## src/rtl/mux_encode_if.sv

```systemverilog
// Select-encoder bus: sweep request and configuration from the line timing controller,
// select code and sweep status towards the mux pins.
interface mux_encode_if #(
  parameter int unsigned DWELL_W = 16,
  parameter int unsigned GAP_W   = 8
);
  logic               start;
  logic [1:0]         ch_cnt;
  logic [DWELL_W-1:0] dwell;
  logic [GAP_W-1:0]   gap;
  logic               da;
  logic               db;
  logic               mux_en;
  logic [1:0]         ch;
  logic               busy;
  logic               done;

  modport master (
    output start, ch_cnt, dwell, gap,
    input  da, db, mux_en, ch, busy, done
  );

  modport slave (
    input  start, ch_cnt, dwell, gap,
    output da, db, mux_en, ch, busy, done
  );
endinterface

```

## src/rtl/mux_encode.sv

```systemverilog
// Sequenced mux-select encoder: sweeps channels 0..ch_cnt, holding each for a dwell time
// with an optional break-before-make gap, driving the {da,db} code the decoder inverts.
module mux_encode #(
  parameter int unsigned DWELL_W = 16,
  parameter int unsigned GAP_W   = 8
) (
  input logic         clk,
  input logic         rst,
  mux_encode_if.slave bus
);
  localparam int unsigned CntW = (DWELL_W > GAP_W) ? DWELL_W : GAP_W;

  typedef enum logic [1:0] {StIdle, StGap, StDrive, StDone} state_e;

  state_e             state_q, state_d;
  logic [1:0]         ch_q, ch_d;
  logic [1:0]         last_q, last_d;
  logic [1:0]         code_q, code_d;
  logic [CntW-1:0]    cnt_q, cnt_d;
  logic [DWELL_W-1:0] dwell_q, dwell_d;
  logic [GAP_W-1:0]   gap_q, gap_d;
  logic [DWELL_W-1:0] dwell_eff;

  // Decoder inverse: 0->11, 1->00, 2->10, 3->01.
  function automatic logic [1:0] encode(input logic [1:0] c);
    logic [1:0] code;
    unique case (c)
      2'd0:    code = 2'b11;
      2'd1:    code = 2'b00;
      2'd2:    code = 2'b10;
      default: code = 2'b01;
    endcase
    return code;
  endfunction

  assign dwell_eff = (bus.dwell == '0) ? DWELL_W'(1) : bus.dwell;

  always_comb begin
    state_d = state_q;
    ch_d    = ch_q;
    last_d  = last_q;
    cnt_d   = cnt_q;
    dwell_d = dwell_q;
    gap_d   = gap_q;
    case (state_q)
      StIdle: begin
        if (bus.start) begin
          last_d  = bus.ch_cnt;
          gap_d   = bus.gap;
          dwell_d = dwell_eff;
          ch_d    = 2'd0;
          if (bus.gap != '0) begin
            state_d = StGap;
            cnt_d   = CntW'(bus.gap) - CntW'(1);
          end else begin
            state_d = StDrive;
            cnt_d   = CntW'(dwell_eff) - CntW'(1);
          end
        end
      end
      StGap: begin
        if (cnt_q == '0) begin
          state_d = StDrive;
          cnt_d   = CntW'(dwell_q) - CntW'(1);
        end else begin
          cnt_d = cnt_q - CntW'(1);
        end
      end
      StDrive: begin
        if (cnt_q != '0) begin
          cnt_d = cnt_q - CntW'(1);
        end else if (ch_q == last_q) begin
          state_d = StDone;
        end else begin
          // Code changes on the first gap cycle, or mid-drive when there is no gap.
          ch_d = ch_q + 2'd1;
          if (gap_q != '0) begin
            state_d = StGap;
            cnt_d   = CntW'(gap_q) - CntW'(1);
          end else begin
            cnt_d = CntW'(dwell_q) - CntW'(1);
          end
        end
      end
      StDone:  state_d = StIdle;
      default: state_d = StIdle;
    endcase
    code_d = encode(ch_d);
  end

  always_ff @(posedge clk) begin
    if (rst) begin
      state_q <= StIdle;
      ch_q    <= 2'd0;
      last_q  <= 2'd0;
      code_q  <= 2'b11;
      cnt_q   <= '0;
      dwell_q <= '0;
      gap_q   <= '0;
    end else begin
      state_q <= state_d;
      ch_q    <= ch_d;
      last_q  <= last_d;
      code_q  <= code_d;
      cnt_q   <= cnt_d;
      dwell_q <= dwell_d;
      gap_q   <= gap_d;
    end
  end

  assign bus.da     = code_q[1];
  assign bus.db     = code_q[0];
  assign bus.ch     = ch_q;
  assign bus.mux_en = (state_q == StDrive);
  assign bus.busy   = (state_q == StGap) || (state_q == StDrive);
  assign bus.done   = (state_q == StDone);
endmodule

```

## src/flat_wrapper.sv

```systemverilog
// flat-port wrapper written by rule: the top's interface ports become plain ports
module mux_encode_flat 
#(
  parameter int unsigned DWELL_W = 16,
  parameter int unsigned GAP_W   = 8
)
  (clk, rst, bus_start, bus_ch_cnt, bus_dwell, bus_gap, bus_da, bus_db, bus_mux_en, bus_ch, bus_busy, bus_done);
  mux_encode_if #(.DWELL_W(DWELL_W), .GAP_W(GAP_W)) bus_i ();
  input logic clk;
  input logic rst;
  input wire logic [$bits(bus_i.start)-1:0] bus_start;
  input wire logic [$bits(bus_i.ch_cnt)-1:0] bus_ch_cnt;
  input wire logic [$bits(bus_i.dwell)-1:0] bus_dwell;
  input wire logic [$bits(bus_i.gap)-1:0] bus_gap;
  output wire logic [$bits(bus_i.da)-1:0] bus_da;
  output wire logic [$bits(bus_i.db)-1:0] bus_db;
  output wire logic [$bits(bus_i.mux_en)-1:0] bus_mux_en;
  output wire logic [$bits(bus_i.ch)-1:0] bus_ch;
  output wire logic [$bits(bus_i.busy)-1:0] bus_busy;
  output wire logic [$bits(bus_i.done)-1:0] bus_done;
  assign bus_i.start = bus_start;
  assign bus_i.ch_cnt = bus_ch_cnt;
  assign bus_i.dwell = bus_dwell;
  assign bus_i.gap = bus_gap;
  assign bus_da = bus_i.da;
  assign bus_db = bus_i.db;
  assign bus_mux_en = bus_i.mux_en;
  assign bus_ch = bus_i.ch;
  assign bus_busy = bus_i.busy;
  assign bus_done = bus_i.done;
  mux_encode #(.DWELL_W(DWELL_W), .GAP_W(GAP_W)) u_core (.clk(clk), .rst(rst), .bus(bus_i));
endmodule
```

## config.mk

```make
export PLATFORM = sky130hd
export DESIGN_NAME = mux_encode_flat
export DESIGN_NICKNAME = d
export VERILOG_FILES = /design/src/rtl/mux_encode_if.sv /design/src/rtl/mux_encode.sv /design/src/flat_wrapper.sv
export SDC_FILE = /design/constraint.sdc
export NUM_CORES = 1
export LEC_CHECK = 0
export CELL_PAD_IN_SITES_DETAIL_PLACEMENT = 0
export CELL_PAD_IN_SITES_GLOBAL_PLACEMENT = 2
export CORE_ASPECT_RATIO = 0.6
export CORE_MARGIN = 4
export CORE_UTILIZATION = 30
export CTS_CLUSTER_DIAMETER = 80
export DETAILED_ROUTE_END_ITERATION = 8
export GPL_TIMING_DRIVEN = 0
export PLACE_DENSITY = 0.83
export SYNTH_ARGS = -nofsm -noshare
export SYNTH_HDL_FRONTEND = slang
export SYNTH_SLANG_ARGS = --single-unit
export TNS_END_PERCENT = 50
```

## constraint.sdc

```tcl
create_clock -name clk -period 2.9 [get_ports clk]
set_input_delay 0.58 -clock clk [delete_from_list [all_inputs] [get_ports clk]]
set_output_delay 0.58 -clock clk [all_outputs]
set_load 0.1 [all_outputs]
```

==> impl_metrics.tcl <==
set metrics [dict create \
    syn_nets 509 \
    ys_top_cells_by_area "dfxtp_1 27%, nand2_1 8.2%, xor2_1 6.4%" \
    post-route-util_pct 39.2 \
    fmax_mhz 352 \
    timing.setup.tns_ps 0 \
    worstPathCellList "clkdlybuf4s50_1 -> nor4_4 -> a21oi_4 -> ha_4 -> nor2b_4 -> nand3_2 -> or4_4 -> xnor2_4 -> a21oi_2 -> a211oi_2" \
    cp-end-kind "flop" \
    path_max_fanout 5 \
    die_x_um 148 \
    final_common_cell "nand2_1" \
    antenna_found_initial 0 \
    setup_viol 0 \
    drv_slew 0 \
    drt-total-wl_um 12500 \
    start_kind "primary input" \
    finalHoldViolCount 0 \
    yosysWarnings 0 \
    setup_ws_ps 56.9 \
    async_reset_ff_share_pct 0 \
    avgViaCountPerCell 5.40 \
    slowest_stage "clkdlybuf4s50_1" \
    crit_type "primary input to flop" \
    ctsHoldBuffers 0 \
    core_area_um2 11400 \
    rows 30 \
    drtIter0Drc 320 \
    yosysSeqAreaShare_pct 27.2 \
    pre_cts_slack_ps -1070 \
    numPlacedInstances 665 \
    grt_overflow 0 \
    clock_skew_ps 6.21 \
    vias 3676 \
    ant_nets 0 \
    cts_tree "built" \
    rsz0062_at_grt "true" \
    stdcell_count 681 \
    drc 0 \
    wl_per_cell_um 18.3 \
    grt_pass1_vias 3392 \
    maxCapViolations 0 \
    initial_utilization_pct 30.9 \
    clock-sinks 48 \
    area_growth_pct 26.7 \
    synth_edf_count 0 \
    tightestPinTransition_ps 966 \
    clkSlewWorstSetupHoldPaths_ps 70 \
    ir_drop_uv 280 \
    synth_top_cell_area_share_pct 27.2 \
    ys_ff_latch 48 \
    io_pins 36 \
    final_cell_mix "77 x nand2_1, 48 x dfxtp_1, 43 x a21oi_1" \
    postSynthCellCount 471 \
    crit_required_ps 3120 \
    hold_class "flop to flop" \
    grt_max_degree 17 \
    die_area_um2 13600 \
    arrival_ps 3060 \
    worstSkewPairLatency_ps 300 \
    diodes 0 \
    min_period_ps 2840 \
    cts_buffer_depth 2 \
    cellPowerDensity_nw_per_um2 974 \
    avgSynthCellArea_um2 7.50 \
    grt_pass1_wl_um 19400 \
    relSlewSlack_pct 35.4 \
    yosysTopAreaCell "dfxtp_1" \
    synth_area_um2 3530 \
    layout.nets 558 \
    htreeDepth 2 \
    synth_cell_types 66 \
    status "completed" \
    cts_made_buffers 5 \
    fin_crit_sh_pct 98.0 \
    dp_hpwl_um 9660 \
    p_leak_uw 0.00167 \
    root_buffer "clkbuf_16" \
    die_h_um 92.0 \
    drt-pass1-iter-count 5 \
    max_stage_delay_ps 620 \
    ys_dominant_reg_cell "dfxtp_1" \
    gp_congestion 0.880 \
    drive_gt1_share_pct 12.3 \
    grtUsageTotal_pct 18.4 \
    io_buffers 34 \
]
==> power breakdown <==
| part | internal [uW] | leakage, uW | switching (uW) |
|---|---|---|---|
| logic | 904 | 0.00119 | 1710 |
| registers | 835 | 0.000394 | 214 |
| clock network | 411 | 0.0000804 | 282 |
| total | 2150 | 0.00167 | 2210 |
==> metal layers <==
metal | vias up | routed length [um] | global-route usage, % | part of all wire (%)
met3 | 6 | 956 | 4.99 | 7.7
li1 | 1816 | - | - | -
met5 | - | 0 | 0 | 0
met2 | 113 | 4700 | 23.8 | 38
met4 | 0 | 65 | 2.84 | 0.52
met1 | 1741 | 6740 | 29.8 | 54
==> state kept, by name, indices dropped and copies added, names as in the netlist <==
| signal | flops |
|---|---|
| u_core.last_q | 2 |
| u_core.gap_q | 8 |
| u_core.dwell_q | 16 |
| u_core.state_q | 2 |
| u_core.cnt_q | 16 |
| u_core.code_q | 2 |
| u_core.bus.ch | 2 |
==> critical path: cells and delay by family <==
kind | cells | cell delay (ps)
XOR/XNOR | 1 | 220
AND/OR/NAND/NOR | 4 | 970
AO/OA/AOI/OAI | 3 | 510
adder cells (fa/ha/maj) | 1 | 160
buffers and inverters | 1 | 620
==> Yosys cell counts, types with 2 or more instances <==
| cell type | n |
|---|---|
| nand2_1 | 77 |
| dfxtp_1 | 48 |
| a21oi_1 | 45 |
| nor2_1 | 38 |
| xor2_1 | 26 |
| nor3_1 | 19 |
| o21ai_0 | 18 |
| inv_1 | 17 |
| xnor2_1 | 15 |
| clkbuf_1 | 14 |
| a211oi_1 | 9 |
| ha_1 | 9 |
| or4_1 | 9 |
| o211ai_1 | 8 |
| a311oi_1 | 7 |
| o31ai_1 | 7 |
| a31oi_1 | 6 |
| nor4_1 | 6 |
| a211o_1 | 5 |
| nand3_1 | 5 |
| or3_1 | 5 |
| and2_1 | 4 |
| nor2b_1 | 4 |
| o21ai_1 | 4 |
| o31a_1 | 4 |
| a41oi_1 | 3 |
| buf_1 | 3 |
| buf_2 | 3 |
| nor4_2 | 3 |
| o2111ai_1 | 3 |
| or4_4 | 3 |
| clkbuf_8 | 2 |
| mux2_2 | 2 |
| mux2i_1 | 2 |
| nand2b_1 | 2 |
| nor3b_1 | 2 |
| o21a_1 | 2 |
| or2_2 | 2 |
| or3b_1 | 2 |
| or4b_1 | 2 |
==> path summary, 6_finish.rpt <==
check / start / end / slack [ps] / cells past startpoint
max: bus_dwell[14] / u_core.cnt_q[12] / 60 / 10
min: u_core.dwell_q[10] / u_core.dwell_q[10] / 490 / 2
max reg2reg: u_core.cnt_q[0] / u_core.cnt_q[9] / 70 / 9
min reg2reg: u_core.dwell_q[10] / u_core.dwell_q[10] / 490 / 2
==> final cells by class <==
cell class	instances	area [um2]
tap	160	200
inverter	18	67.6
clock buffer	5	125
timing repair buffer	44	418
buffer	22	120
multi-input combinational	381	2530
fill	1240	6940
clock inverter	3	46.3
sequential	48	961
==> cell families after synthesis <==
group,count (synthesis),synth area share (%)
DFF,48,27.2
AOI/OAI and AO/OA,135,25.2
buffers and inverters,42,5.46
muxes,4,1.20
adders and majority gates,9,3.19
and+or+nand+nor,192,27.6
xor gates and xnor gates,41,10.2
==> per-stage QoR <==
stage	area [um2]	hold slack (ps)	power, uW
5_1_grt	4470	517	4650
2_1_floorplan	3540	446	2820
4_1_cts	4360	495	4280
3_5_place_dp	4080	485	3560
6_report	4470	493	4360
3_3_place_gp	4080	459	3550
==> timing repair <==
item	in CTS	in global routing
pin swaps	4	10
buffers inserted	3	7
setup endpoints to repair	17	15
resized for setup	33	15
Note: power is estimated with default switching activity, not from simulation.
